$ cat src/rtl/alu_adder_serial.sv
// Nibble-serial add/subtract unit: one shared 4-bit adder walks the operands
// LSB nibble first, with a registered carry between nibbles.

module full_adder #(
  parameter int N = 4
) (
  input  logic [N-1:0] a,
  input  logic [N-1:0] b,
  input  logic         cin,
  output logic [N-1:0] sum,
  output logic         cout
);
  assign {cout, sum} = {1'b0, a} + {1'b0, b} + {{N{1'b0}}, cin};
endmodule

module alu_adder_serial #(
  parameter int WIDTH = 8
) (
  input  logic             clk,
  input  logic             reset,
  input  logic             start_valid,
  output logic             start_ready,
  input  logic [WIDTH-1:0] a,
  input  logic [WIDTH-1:0] b,
  input  logic             subtract,
  input  logic             carry_in,
  output logic             result_valid,
  input  logic             result_ready,
  output logic [WIDTH-1:0] result,
  output logic             carry_out,
  output logic             zero,
  output logic             overflow
);
  localparam int NIBBLES = WIDTH / 4;
  localparam int IW      = (NIBBLES > 1) ? $clog2(NIBBLES) : 1;

  typedef enum logic [1:0] {IDLE, RUN, DONE} state_t;
  state_t state, state_nxt;

  logic [WIDTH-1:0] a_q, bx_q, acc, acc_nxt;
  logic             sub_q, c;
  logic [IW-1:0]    idx;
  logic [3:0]       na, nb, nsum;
  logic             fa_cout, last, c_msb, ovf;

  always_comb begin
    na      = '0;
    nb      = '0;
    acc_nxt = acc;
    for (int i = 0; i < NIBBLES; i++) begin
      if (idx == IW'(i)) begin
        na = a_q[i*4 +: 4];
        nb = bx_q[i*4 +: 4];
        acc_nxt[i*4 +: 4] = nsum;
      end
    end
  end

  full_adder #(.N(4)) u_fa (
    .a   (na),
    .b   (nb),
    .cin (c),
    .sum (nsum),
    .cout(fa_cout)
  );

  assign last  = (idx == IW'(NIBBLES - 1));
  // Carry into the MSB recovered from the MSB sum bit and its operand bits.
  assign c_msb = a_q[WIDTH-1] ^ bx_q[WIDTH-1] ^ nsum[3];
  assign ovf   = c_msb ^ fa_cout;

  always_comb begin
    state_nxt = state;
    case (state)
      IDLE:    if (start_valid)  state_nxt = RUN;
      RUN:     if (last)         state_nxt = DONE;
      DONE:    if (result_ready) state_nxt = IDLE;
      default: state_nxt = IDLE;
    endcase
  end

  assign start_ready  = (state == IDLE);
  assign result_valid = (state == DONE);

  always_ff @(posedge clk or posedge reset) begin
    if (reset) begin
      state     <= IDLE;
      a_q       <= '0;
      bx_q      <= '0;
      acc       <= '0;
      sub_q     <= 1'b0;
      c         <= 1'b0;
      idx       <= '0;
      result    <= '0;
      carry_out <= 1'b0;
      zero      <= 1'b0;
      overflow  <= 1'b0;
    end else begin
      state <= state_nxt;
      case (state)
        IDLE: if (start_valid) begin
          a_q   <= a;
          bx_q  <= b ^ {WIDTH{subtract}};
          sub_q <= subtract;
          c     <= carry_in ^ subtract;
          idx   <= '0;
        end
        RUN: begin
          acc <= acc_nxt;
          c   <= fa_cout;
          idx <= idx + 1'b1;
          // Output registers only change on entry to DONE.
          if (last) begin
            result    <= acc_nxt;
            zero      <= (acc_nxt == '0);
            carry_out <= fa_cout ^ sub_q;
            overflow  <= ovf;
          end
        end
        default: ;
      endcase
    end
  end
endmodule

$ cat config.mk
export PLATFORM = sky130hd
export DESIGN_NAME = alu_adder_serial
export DESIGN_NICKNAME = d
export VERILOG_FILES = /design/src/rtl/alu_adder_serial.sv
export SDC_FILE = /design/constraint.sdc
export NUM_CORES = 1
export LEC_CHECK = 0
export CORE_MARGIN = 2
export CORE_UTILIZATION = 35
export DETAILED_ROUTE_END_ITERATION = 7
export DONT_BUFFER_PORTS = 1
export SLEW_MARGIN = 20
export SYNTH_ARGS = -nofsm -noshare
export SYNTH_HDL_FRONTEND = slang
export SYNTH_SLANG_ARGS = --single-unit
$ cat constraint.sdc
create_clock -name clk -period 3.51 [get_ports clk]
set_clock_uncertainty 0.2 [all_clocks]
set_input_delay 0.8775 -clock clk [delete_from_list [all_inputs] [get_ports clk]]
set_output_delay 0.8775 -clock clk [all_outputs]
set_load 0.05 [all_outputs]
==> results of run 1 <==
==> cell families after synthesis <==
logic type	Yosys count	synth area share [%]
DFF	36	51.2
buffers and inverters	14	3.84
muxes	22	14.8
adders and majority gates	5	4.41
AOI/OAI and AO/OA	27	8.76
xor gates and xnor gates	12	5.98
and+or+nand+nor	39	11.0
==> layer usage <==
layer | GRT usage [%] | part of all wire (%)
met1 | 16.6 | 47
met2 | 18.6 | 45
met3 | 4.82 | 6.5
met4 | 5.16 | 1.8
met5 | 0 | 0
==> metrics by stage <==
stage	worst slack, ns	instances	instance area, um2	utilization, %	hold WS, ns
final	0.873	225	1950	40.7	0.314
after global routing	0.725	225	1950	40.7	0.336
after CTS	0.856	225	1950	40.7	0.323
after detailed placement	0.879	217	1820	38.0	0.298
after global placement	0.941	217	1820	38.0	0.275
after floorplan	1.08	155	1760	-	0.250
==> flip-flops by register name (all words and copies together), names as in the netlist <==
name,cells
a_q,8
bx_q,8
result,8
acc,4
state,2
c,1
carry_out,1
idx,1
overflow,1
sub_q,1
zero,1
==> Yosys cell counts, types with 2 or more instances <==
library cell	number
a21oi_1	12
and2_1	2
buf_2	6
dfrtp_1	36
fa_1	2
ha_1	3
inv_1	6
mux2_2	16
mux2_4	4
mux2i_1	2
nand2_1	15
nand2b_1	2
nor2_1	10
o21ai_0	9
xnor2_1	11
==> cell usage in the layout, fill, tap and decap left out <==
master / n
a211oi_1: 1
xnor2_1: 11
nand3_1: 1
ha_1: 3
nand3b_1: 1
a21o_1: 1
o211a_1: 1
mux2_4: 4
clkbuf_8: 7
nor3b_1: 1
a21oi_1: 12
o21bai_1: 1
o21ai_0: 9
mux2_2: 16
nand4_1: 1
a31o_2: 1
o31ai_1: 1
bufinv_16: 1
and2_1: 2
and3b_1: 1
buf_4: 3
nand2b_1: 2
nor2_1: 10
or3_4: 1
nor4_1: 1
nand2_1: 15
fa_1: 2
nor2b_1: 1
xor2_1: 1
inv_1: 6
or3b_1: 1
and3_1: 1
dfrtp_1: 36
mux2i_1: 2
==> worst min path at each step <==
stage,depth (start not counted),to,from
global route,1,a_q[1],a_q[1]
global placement,2,c,c
CTS,2,c,c
detailed placement,2,c,c
floorplan,2,c,c
finish,1,a_q[1],a_q[1]
==> cell type report <==
cell class | count | share of cell area (%)
inverter | 6 | 1.16
clock inverter | 1 | 1.54
multi-input combinational | 105 | 40.6
sequential | 36 | 46.3
tap | 67 | 4.31
clock buffer | 7 | 4.95
timing repair buffer | 3 | 1.16
==> critical path, delay by kind of cell, from the launching register on <==
family	cells	cell delay, ns
DFF	1	0.61
and+or+nand+nor	2	0.60
muxes	1	0.40
adders and majority gates	1	0.35
AOI/OAI and AO/OA	2	0.34
==> results.py, run 1 <==
metrics = {
    "worst_setup_path": {
        "cp.required_ns": 3.46,
        "r2r_slack_ns": 0.87,
        "cpMaxStageDelayCell": "dfrtp_1",
        "max_stage_delay_ns": 0.61,
        "startpoint_type": "flip-flop",
        "reg2reg_depth": 6,
        "endpoint_kind": "flip-flop",
        "critPathMaxFanout": 12,
        "critical_path_class": "flip-flop to flip-flop",
        "worstReg2RegStart": "idx",
        "critical_path.startpoint": "idx",
        "crit_chain": "mux2_2 -> ha_1 -> and3b_1 -> or3_4 -> a211oi_1 -> o31ai_1",
        "crit_arrival_ns": 2.59,
        "worstReg2RegEnd": "overflow",
        "crit_path_end": "overflow",
    },
    "sta": {
        "period_share_pct": 75.1,
        "fmax_mhz": 379,
        "slew_viol_final": 0,
        "max_slew_margin_pct": 53.0,
        "period_minus_slack_ns": 2.64,
        "tns_ns": 0,
        "grt_setup_unrepaired": "no",
        "hold_viol": 0,
        "setup_viol_count_final": 0,
        "tightest_slew_ns": 0.706,
    },
    "floorplanning": {
        "die_height_um": 74.9,
        "core-area_um2": 4790,
        "num_rows": 25,
        "fp.dieArea_um2": 5610,
        "die_x_um": 74.9,
        "ios": 35,
        "initial_utilization_pct": 36.7,
    },
    "yosys": {
        "synth-seq-cells": 36,
        "synth_top_area_cell": "dfrtp_1",
        "synth_nets": 182,
        "synth_top_area_share_pct": 51.2,
        "avgSynthCellArea_um2": 11.3,
        "syn-instance-count": 155,
        "seq_area_frac_synth_pct": 51.2,
        "synth_area_um2": 1760,
        "synthTopCellsByArea": "dfrtp_1 (51%), mux2_2 (10%), xnor2_1 (5.5%)",
        "yosysUniqueCellTypes": 34,
        "async_reset_ff_share_pct": 100,
        "synth_flop_cell": "dfrtp_1",
        "ys_warn_count": 0,
        "synth_edf_count": 0,
    },
    "layout": {
        "drive_gt1_share_pct": 20.9,
        "layout.nets": 184,
        "regArea_um2": 901,
        "antennaDiodeCount": 0,
        "area_growth_pct": 10.7,
        "fillers": 493,
        "multi_input_area_um2": 790,
    },
    "route": {
        "firstDrtPassIters": 4,
        "avgViaCountPerCell": 4.82,
        "num_vias": 1085,
        "ant_nets": 0,
        "first_iter_violations": 56,
        "wl_per_cell_um": 13.9,
        "drc": 0,
        "wl_mm": 3.13,
    },
    "global_routing": {
        "grt_pass1_wl_mm": 5.25,
        "overflow": 0,
        "antenna_found_initial": 0,
        "globalRouteTotalUtil_pct": 12.6,
        "grt_max_degree": 37,
        "first_global_vias": 1128,
    },
    "clock_tree": {
        "clockBufferDepth": 2,
        "htree_levels": 2,
        "insertion_delay_ns": 0.29,
        "cts_root_buffer": "clkbuf_8",
        "cts_resized": 0,
        "cts_setup_buffers": 0,
        "clkSinkCount": 36,
        "clkTransAtPathRegs_ns": 0.07,
        "cts_inserted_buffers": 5,
        "cts_tree": "built",
        "ctsHoldBuffers": 0,
    },
    "placement": {
        "port_buffers": 0,
        "place.gp.congestion": 0.825,
        "dpl.hpwl_mm": 2.27,
    },
    "hold_path": {
        "hp-class": "flip-flop to flip-flop",
    },
    "flow_run": {
        "maxCapViolCount": 0,
    },
    "run_status": {
        "outcome": "completed",
    },
}
Power of run 1 is left out: the tool's default activity adds up to more than one toggle a clock period on the data nets, which glitch-free logic cannot reach.
==> run 2: changes to the inputs <==
==> constraint.sdc (replaced) <==
create_clock -name clk -period 2.3 [get_ports clk]
set_clock_uncertainty 0.2 [all_clocks]
set_input_delay 0.575 -clock clk [delete_from_list [all_inputs] [get_ports clk]]
set_output_delay 0.575 -clock clk [all_outputs]
set_load 0.05 [all_outputs]
==> run 2 against run 1 <==
Critical endpoint unchanged. Wire length increased by 8.0%. Cell count rose by 3.1%. First-iteration DRC count shrank 23%. Sequential share of layout area decreased by 3.5 points. The flow now finishes with violations (setup timing). Die area is the same. Sequential cell count unchanged. Highest routed layer unchanged. Core utilization grew 3.4 points. Fmax increased by 11%. Global-route usage increased by 0.77 points. Design area increased by 8.3%. Worst hold slack lost 0.22 ns. Non-clock buffer count rose by 10.
==> results.py, run 2 (synthesis results as in run 1) <==
metrics = {
    "worst_setup_path": {
        "cp.required_ns": 2.26,
        "crit_arrival_ns": 2.34,
        "r2r_slack_ns": -0.07,
        "crit_chain": "buf_6 -> mux2_4 -> ha_4 -> a21o_1 -> or3_4 -> a211oi_2 -> o31ai_2",
        "crit_family": "flip-flops",
        "critPathMaxFanout": 5,
        "cpMaxStageDelayCell": "dfrtp_2",
        "worstReg2RegStart": "idx",
        "critical_path.startpoint": "idx",
        "path_depth": 7,
        "crit_buf_inv": 1,
        "endpoint_kind": "flip-flop",
        "crit_path_end": "overflow",
        "reg2reg_depth": 7,
        "startpoint_type": "flip-flop",
        "critical_path_class": "flip-flop to flip-flop",
        "max_stage_delay_ns": 0.48,
        "worstReg2RegEnd": "overflow",
    },
    "clock_tree": {
        "cts_inserted_buffers": 5,
        "insertion_delay_ns": 0.28,
        "clkSinkCount": 36,
        "cts_tree": "built",
        "ctsHoldBuffers": 0,
        "clkTransAtPathRegs_ns": 0.06,
        "clockBufferDepth": 2,
        "htree_levels": 2,
        "cts_root_buffer": "clkbuf_8",
    },
    "route": {
        "wl_mm": 3.38,
        "num_vias": 1148,
        "ant_nets": 0,
        "wl_per_cell_um": 14.6,
        "avgViaCountPerCell": 4.95,
        "first_iter_violations": 43,
        "firstDrtPassIters": 2,
        "drc": 0,
    },
    "global_routing": {
        "first_global_vias": 1192,
        "grt_pass1_wl_mm": 5.57,
        "globalRouteTotalUtil_pct": 13.4,
        "grt_max_degree": 37,
        "overflow": 0,
        "antenna_found_initial": 0,
    },
    "placement": {
        "port_buffers": 0,
        "dpl.hpwl_mm": 2.45,
        "place.gp.congestion": 0.795,
    },
    "sta": {
        "grt_setup_unrepaired": "yes",
        "tightest_slew_ns": 0.619,
        "max_slew_margin_pct": 58.7,
        "period_minus_slack_ns": 2.37,
        "tns_ns": -0.126,
        "hold_viol": 0,
        "fin_ws_ns": -0.0739,
        "slew_viol_final": 0,
        "period_share_pct": 103,
        "setup_viol_count_final": 2,
        "fmax_mhz": 421,
    },
    "hold_path": {
        "hp-class": "input pin to async pin",
    },
    "layout": {
        "layout_common_cells": "dfrtp_1 (35), nand2_1 (14), mux2_2 (12)",
        "layout.nets": 194,
        "area_growth_pct": 19.9,
        "antennaDiodeCount": 0,
        "largestRegisters": "a_q: 8 flops, bx_q: 8 flops, result: 8 flops",
        "drive_gt1_share_pct": 35.2,
        "final_common_cell": "dfrtp_1",
    },
    "floorplanning": {
        "initial_utilization_pct": 36.7,
        "die_x_um": 74.9,
        "die_height_um": 74.9,
        "core-area_um2": 4790,
        "fp.dieArea_um2": 5610,
        "num_rows": 25,
        "ios": 35,
    },
    "run_status": {
        "outcome": "finished, violations left",
        "failed_checks": "setup timing",
    },
    "flow_run": {
        "maxCapViolCount": 0,
    },
}
==> run 2: cell count changes in the layout (fill, tap and decap cells not counted), sizes merged <==
cell    change
bufinv      -1
clkbuf      -2
buf        +10
==> run 2: through the flow <==
stage / hold WS, ns / utilization (%) / worst slack, ns / instances / cell area [um2]
4_1_cts: 0.102 / 43.0 / -0.0351 / 232 / 2060
2_1_floorplan: 0.250 / - / 0.0199 / 155 / 1780
3_5_place_dp: 0.294 / 39.2 / -0.229 / 222 / 1870
5_1_grt: 0.128 / 44.0 / -0.160 / 232 / 2110
3_3_place_gp: 0.274 / 39.2 / -0.0995 / 222 / 1870
6_report: 0.0931 / 44.0 / -0.0739 / 232 / 2110
==> run 2: worst min path at each step <==
stage / depth (start not counted) / slack [ns] / start / to
floorplan: 2 / 0.25 / c / c
global placement: 2 / 0.27 / c / c
detailed placement: 1 / 0.29 / a_q[6] / a_q[6]
CTS: 2 / 0.10 / reset / result[0]
global route: 2 / 0.13 / reset / acc[1]
finish: 2 / 0.09 / reset / acc[1]
==> run 2: per-layer routing <==
layer  routed length (um)  part of all wire, %  track usage (%)
met1                 1460                   43             15.9
met2                 1700                   50             22.5
met3                  205                  6.1             4.95
met4                   24                 0.71             4.17
met5                    0                    0                0
==> run 2: final cells by class <==
| cell class | count | area [um2] |
|---|---|---|
| fill | 446 | 2680 |
| inverter | 6 | 22.5 |
| multi-input combinational | 105 | 921 |
| timing repair buffer | 13 | 109 |
| clock buffer | 5 | 68.8 |
| tap | 67 | 83.8 |
| sequential | 36 | 902 |
==> run 2: what timing repair did <==
| action | 4_1_cts | 5_1_grt |
|---|---|---|
| buffers inserted | 5 | 0 |
| pin swaps | 4 | 5 |
| setup endpoints to repair | 8 | 4 |
| resized for setup | 18 | 11 |
==> run 2: worst reg2reg max path, delay by kind of cell (launching register included) <==
family / cells / cell delay (ns)
flip-flops: 1 / 0.48
AO/OA/AOI/OAI: 3 / 0.47
AND/OR/NAND/NOR: 1 / 0.40
multiplexers: 1 / 0.31
adder cells (fa/ha/maj): 1 / 0.25
buffers and inverters: 1 / 0.16
Power of run 2 is left out for the same reason.
==> run 3: changes to the inputs <==
--- a/config.mk
+++ b/config.mk
@@ -9,6 +9,7 @@
 export CORE_UTILIZATION = 35
 export DETAILED_ROUTE_END_ITERATION = 7
 export DONT_BUFFER_PORTS = 1
+export GPL_TIMING_DRIVEN = 1
 export SLEW_MARGIN = 20
 export SYNTH_ARGS = -nofsm -noshare
 export SYNTH_HDL_FRONTEND = slang
==> results of run 3 <==
Same layout as run 2: the final DEF is identical, and so are final timing and power.
Power of run 3 is left out for the same reason.
